===== src/rtl/alu_cmd_sequencer.sv =====
// alu_cmd_sequencer: buffers ALU commands in a FIFO, issues them one at a time, and returns
// tagged results on a valid/ready channel. Build option: ALU_SEQ_STATS_EN adds ops_done_o.
module alu_cmd_sequencer #(
  parameter int WIDTH       = 8,
  parameter int FIFO_DEPTH  = 4,
  parameter int ALU_LATENCY = 1,
  parameter int TAG_W       = 4
) (
  input  logic                        clk_i,
  input  logic                        rst_ni,
  input  logic                        cmd_valid_i,
  output logic                        cmd_ready_o,
  input  logic [WIDTH-1:0]            cmd_first_i,
  input  logic [WIDTH-1:0]            cmd_second_i,
  input  logic [2:0]                  cmd_opcode_i,
  input  logic [TAG_W-1:0]            cmd_tag_i,
  output logic [WIDTH-1:0]            alu_first_o,
  output logic [WIDTH-1:0]            alu_second_o,
  output logic [2:0]                  alu_opcode_o,
  input  logic [WIDTH-1:0]            alu_result_i,
  output logic                        rsp_valid_o,
  input  logic                        rsp_ready_i,
  output logic [WIDTH-1:0]            rsp_result_o,
  output logic [2:0]                  rsp_opcode_o,
  output logic [TAG_W-1:0]            rsp_tag_o,
  output logic                        busy_o,
  output logic [$clog2(FIFO_DEPTH):0] fifo_count_o
`ifdef ALU_SEQ_STATS_EN
  ,
  output logic [15:0]                 ops_done_o
`endif
);

  localparam int PTR_W = $clog2(FIFO_DEPTH);
  localparam int CNT_W = PTR_W + 1;
  localparam int LAT_W = $clog2(ALU_LATENCY + 1);
  localparam logic [CNT_W-1:0] FULL_CNT = CNT_W'(FIFO_DEPTH);
  localparam logic [LAT_W-1:0] LAT_INIT = LAT_W'(ALU_LATENCY);

  typedef enum logic [1:0] {S_IDLE, S_WAIT, S_RESP} state_t;

  state_t            state_q, state_d;
  logic [LAT_W-1:0]  lat_q;
  logic [PTR_W-1:0]  wr_ptr, rd_ptr;
  logic              rdy_q;
  logic              push, pop, capture, rsp_done, empty, full;
  logic [TAG_W-1:0]  tag_p0;

  logic [WIDTH-1:0]  mem_first  [FIFO_DEPTH];
  logic [WIDTH-1:0]  mem_second [FIFO_DEPTH];
  logic [2:0]        mem_opcode [FIFO_DEPTH];
  logic [TAG_W-1:0]  mem_tag    [FIFO_DEPTH];

  // rdy_q keeps cmd_ready_o low through reset and depends on no response-side input
  assign full        = (fifo_count_o == FULL_CNT);
  assign empty       = (fifo_count_o == '0);
  assign cmd_ready_o = rdy_q & ~full;
  assign push        = cmd_valid_i & cmd_ready_o;
  assign busy_o      = (state_q != S_IDLE);

  always_ff @(posedge clk_i) begin
    if (push) begin
      mem_first[wr_ptr]  <= cmd_first_i;
      mem_second[wr_ptr] <= cmd_second_i;
      mem_opcode[wr_ptr] <= cmd_opcode_i;
      mem_tag[wr_ptr]    <= cmd_tag_i;
    end
  end

  always_ff @(posedge clk_i or negedge rst_ni) begin
    if (!rst_ni) begin
      rdy_q        <= 1'b0;
      wr_ptr       <= '0;
      rd_ptr       <= '0;
      fifo_count_o <= '0;
    end else begin
      rdy_q <= 1'b1;
      if (push) wr_ptr <= wr_ptr + PTR_W'(1);
      if (pop)  rd_ptr <= rd_ptr + PTR_W'(1);
      case ({push, pop})
        2'b10:   fifo_count_o <= fifo_count_o + CNT_W'(1);
        2'b01:   fifo_count_o <= fifo_count_o - CNT_W'(1);
        default: fifo_count_o <= fifo_count_o;
      endcase
    end
  end

  always_ff @(posedge clk_i or negedge rst_ni) begin
    if (!rst_ni) state_q <= S_IDLE;
    else         state_q <= state_d;
  end

  always_comb begin
    state_d = state_q;
    case (state_q)
      S_IDLE:  if (!empty) state_d = S_WAIT;
      S_WAIT:  if (lat_q == '0) state_d = S_RESP;
      S_RESP:  if (rsp_ready_i) state_d = empty ? S_IDLE : S_WAIT;
      default: state_d = S_IDLE;
    endcase
  end

  always_comb begin
    pop      = 1'b0;
    capture  = 1'b0;
    rsp_done = 1'b0;
    case (state_q)
      S_IDLE:  pop = ~empty;
      S_WAIT:  capture = (lat_q == '0);
      S_RESP: begin
        rsp_done = rsp_ready_i;
        pop      = rsp_ready_i & ~empty;
      end
      default: ;
    endcase
  end

  // Issue stage (p0): head command drives the ALU; tag is held until capture
  always_ff @(posedge clk_i) begin
    if (pop) tag_p0 <= mem_tag[rd_ptr];
  end

  always_ff @(posedge clk_i or negedge rst_ni) begin
    if (!rst_ni) begin
      alu_first_o  <= '0;
      alu_second_o <= '0;
      alu_opcode_o <= '0;
      lat_q        <= '0;
    end else if (pop) begin
      alu_first_o  <= mem_first[rd_ptr];
      alu_second_o <= mem_second[rd_ptr];
      alu_opcode_o <= mem_opcode[rd_ptr];
      lat_q        <= LAT_INIT;
    end else if (state_q == S_WAIT && lat_q != '0) begin
      lat_q <= lat_q - LAT_W'(1);
    end
  end

  // Capture stage: ALU result is latched with its tag and held until the handshake
  always_ff @(posedge clk_i or negedge rst_ni) begin
    if (!rst_ni) begin
      rsp_valid_o  <= 1'b0;
      rsp_result_o <= '0;
      rsp_opcode_o <= '0;
      rsp_tag_o    <= '0;
    end else if (capture) begin
      rsp_valid_o  <= 1'b1;
      rsp_result_o <= alu_result_i;
      rsp_opcode_o <= alu_opcode_o;
      rsp_tag_o    <= tag_p0;
    end else if (rsp_done) begin
      rsp_valid_o  <= 1'b0;
    end
  end

`ifdef ALU_SEQ_STATS_EN
  function automatic logic [15:0] sat_inc16(input logic [15:0] v);
    return (v == 16'hFFFF) ? v : v + 16'd1;
  endfunction

  always_ff @(posedge clk_i or negedge rst_ni) begin
    if (!rst_ni)       ops_done_o <= '0;
    else if (rsp_done) ops_done_o <= sat_inc16(ops_done_o);
  end
`endif

endmodule


===== config.mk =====
export PLATFORM = sky130hd
export DESIGN_NAME = alu_cmd_sequencer
export DESIGN_NICKNAME = d
export VERILOG_FILES = /design/src/rtl/alu_cmd_sequencer.sv
export SDC_FILE = /design/constraint.sdc
export NUM_CORES = 1
export LEC_CHECK = 0
export ABC_CLOCK_PERIOD_IN_PS = 2100
export CORE_MARGIN = 2
export CORE_UTILIZATION = 49
export CTS_CLUSTER_DIAMETER = 50
export DETAILED_ROUTE_END_ITERATION = 7
export PLACE_DENSITY = 0.8
export SETUP_SLACK_MARGIN = 0.15
export SLEW_MARGIN = 5
export SYNTH_ARGS = -nofsm -noshare
export SYNTH_HDL_FRONTEND = slang
export SYNTH_SLANG_ARGS = --single-unit

===== constraint.sdc =====
create_clock -name clk_i -period 2.1 [get_ports clk_i]
set_clock_uncertainty 0.1 [all_clocks]
set_input_delay 0.42 -clock clk_i [delete_from_list [all_inputs] [get_ports clk_i]]
set_output_delay 0.42 -clock clk_i [all_outputs]
set_load 0.005 [all_outputs]

==> out/metrics.csv, run 1 <==
stage,metric,value,unit
route,first_iter_violations,155,
final_layout,finish.utilization,66.3,%
final_layout,areaGrowthSynthToFinish,32.0,%
die,dieArea,12000,sq um
timing,post-route-period-util,92.5,%
timing,worst_pin_slew,0.502,ns
worst_setup_path,reg2reg_from,fifo_count_o[1]$_DFFE_PN0P_,
worst_setup_path,endpoint_kind,flip-flop,
yosys,yosys.area.top_type_share,53.0,%
yosys,ys_ff_latch,142,
power,worst_ir_drop_vdd,0.774,mV
die,placementRows,38,
die,coreArea,10800,sq um
route,routed_wl,10.0,mm
timing,slew-limit-headroom,66.5,%
timing,finalMaxSlewViolations,0,
placed_design,dpl_cell_area,6490,sq um
yosys,ys_seq_area_share,74.1,%
global_route,grt-ovfl-total,0,
final_layout,final_nets,411,
route,via_count,2718,
worst_setup_path,critPathArrivalTime,2.28,ns
clocking,cts_tree,built,
worst_setup_path,start_kind,flip-flop,
placed_design,gp_congestion,0.768,
timing,fmax,515,MHz
clocking,cts_inserted_buffers,17,
clocking,clockBufferDepth,2,
yosys,mappedNetlistArea,5440,sq um
worst_setup_path,critical_path.cell_chain,o311a_1 > inv_2 > ha_4 > inv_1 > fa_2 > xor2_1 > nor2_1 > xnor2_1,
timing,rsz0062_at_grt,yes,
yosys,syn_inst,253,
final_layout,seqCellArea,4040,sq um
worst_setup_path,rr_worst_depth,8,
yosys,syn_area_per_cell,21.5,sq um
worst_setup_path,max_stage_delay,0.43,ns
worst_setup_path,slowest_stage,dfrtp_2,
route,firstDrtPassIters,4,
final_layout,layout-drive-gt1-share,33.9,%
die,fp.dieH,109,um
worst_setup_path,rr_endpoint,fifo_count_o[2]$_DFFE_PN0P_,
yosys,synth_cell_types,34,
die,die_w,109,um
clocking,htree_levels,4,
clocking,clock_latency,0.51,ns
clocking,clk_pin_slew_worst_paths,0.06,ns
min_path,hold_path.class,in2async,
flow_run,maxCapViolCount,0,
yosys,yosysTopAreaCell,edfxtp_1,
global_route,grt_pass1_vias,2870,
worst_setup_path,path_buf_inv,2,
route,drc,0,
route,wl_per_cell,19.2,um
clocking,cts_root_buf,clkbuf_8,
yosys,synth_warnings,0,
power,powerDensity,1460,nW/um^2
route,viasPerCell,5.20,
die,ios,75,
die,start_util,50.2,%
final_layout,multi_input_area,1330,sq um
timing,post-route-min-period,1.94,ns
route,drtAntennaViolNets,0,
worst_setup_path,timing.critical_path.fanout_max,4,
clocking,cts_sinks,142,
global_route,antenna_found_initial,0,
timing,report.final.setup_viol,0,
worst_setup_path,cp_top_family,adder cells,
timing,hold_viol,0,
worst_setup_path,cp.required,2.44,ns
yosys,synth_area_leaders,"edfxtp_1 (53%), dfrtp_1 (21%), mux4_2 (6.2%)",
final_layout,stdcell_area,7190,sq um
yosys,syn-num-nets,294,
global_route,grt_pass1_wl,15.3,mm
run_status,outcome,completed,
power,leakage,2.83,nW
final_layout,n_antenna_cell,0,
placed_design,port_buffers,74,
final_layout,fillCellCount,729,
global_route,track_usage,18.0,%
worst_setup_path,r2r_slack,0.16,ns
worst_setup_path,crit_type,reg2reg,
global_route,grt_max_degree,31,
placed_design,dpl.hpwl,5.93,mm
## worst max path at each step
stage,startpoint,to,slack (ns),depth (start not counted)
6_report,fifo_count_o[1]$_DFFE_PN0P_,fifo_count_o[2]$_DFFE_PN0P_,0.16,8
5_1_grt,state_q[1]$_DFFE_PN0P_,fifo_count_o[2]$_DFFE_PN0P_,0.07,9
4_1_cts,fifo_count_o[0]$_DFFE_PN0P_,cmd_ready_o,0.14,3
3_5_place_dp,rsp_ready_i,fifo_count_o[2]$_DFFE_PN0P_,-0.25,9
3_3_place_gp,rsp_ready_i,fifo_count_o[2]$_DFFE_PN0P_,-0.23,9
2_1_floorplan,state_q[1]$_DFFE_PN0P_,fifo_count_o[2]$_DFFE_PN0P_,0.06,9
## worst reg2reg max path, cell delays in order, from the launching register on
cell and delay, ns:
dfrtp_2 0.43, o311a_1 0.38, inv_2 0.08, ha_4 0.13, inv_1 0.05, fa_2 0.33
xor2_1 0.15, nor2_1 0.11, xnor2_1 0.12
## power by group
part           total (mW)  internal, mW  switching (mW)  leakage (nW)
clock network        2.86          1.73            1.13         0.292
registers            4.08          3.75           0.330          1.41
logic                3.57          2.18            1.39          1.13
## synthesized netlist by cell type (all sizes together)
master and count:
nor3 2, xnor2 3, nor4b 1, mux2 36, conb 1, nor2 5, mux2i 1, buf 7
o21bai 1, o31a 1, o311a 1, fa 1, and2 4, dfrtp 46, a21o 1, a21oi 1
nand2b 1, or2 1, nor2b 1, ha 5, xor2 3, mux4 23, inv 8, edfxtp 96
clkbuf 2, nand2 1
## state kept, by name, indices dropped and copies added, names as in the netlist
name	cells
mem_tag	16
rsp_valid_o	1
alu_second_o	8
mem_opcode	12
state_q	2
lat_q	1
mem_first	32
alu_first_o	8
rsp_result_o	8
tag_p0	4
rsp_tag_o	4
rsp_opcode_o	3
fifo_count_o	3
mem_second	32
alu_opcode_o	3
wr_ptr	2
rd_ptr	2
rdy_q	1
## logic make-up after synthesis
group / synth area share [%]
and+or+nand+nor: 1.91
buffers and inverters: 2.05
DFF: 74.1
adders and majority gates: 1.52
AOI/OAI and AO/OA: 0.713
other: 0.0689
muxes: 18.7
xor gates and xnor gates: 0.966
## metrics by stage
step	setup WS (ns)	total power [mW]	hold WS [ns]	instances	setup TNS, ns
final	0.157	10.5	0.312	523	0
after detailed placement	-0.246	7.60	0.308	480	-4.21
after global placement	-0.227	7.48	0.303	480	-3.70
after CTS	0.136	10.6	0.306	518	0
after global routing	0.0682	11.0	0.328	523	0
after floorplan	0.0578	6.21	0.0244	253	0
## cell type report
type | count | area share (%)
clock buffers | 21 | 7.16
clock inverters | 11 | 0.993
inverters | 8 | 0.418
multi-input cells | 94 | 18.5
flip-flops and latches | 142 | 56.2
well taps | 140 | 2.44
repair buffers | 107 | 14.3
## placed cells by master, fill, tap and decap left out, drive strengths merged, types with 2 or more instances in the layout
| master | count |
|---|---|
| clkinv | 5 |
| dfrtp | 46 |
| clkbuf | 22 |
| inv | 12 |
| buf | 34 |
| edfxtp | 96 |
| xor2 | 3 |
| dlygate4sd2 | 3 |
| mux2 | 36 |
| xnor2 | 3 |
| ha | 5 |
| and2 | 4 |
| clkinvlp | 2 |
| mux4 | 23 |
| clkdlybuf4s50 | 56 |
| nor2 | 5 |
| dlymetal6s2s | 12 |
| nor3 | 2 |
## routing by layer
layer	global-route usage [%]	wire length, um	up-vias
met4	7.05	183	0
li1	-	-	1221
met5	0	0	-
met2	30.4	5170	81
met3	5.10	510	17
met1	22.1	4180	1399
## what timing repair did
action,in CTS,in global routing
pin swaps,5,3
hold buffers,1,0
resized for setup,14,14
endpoints found under the hold margin,16,0
buffers inserted,5,5
setup endpoints to repair,7,35
No activity file was read; power rests on OpenSTA's default activity.
==> run 2: changes to the inputs <==
- SLEW_MARGIN: 5 -> 20
==> results of run 2 <==
Final layout, timing and power as in run 1 (identical DEF).
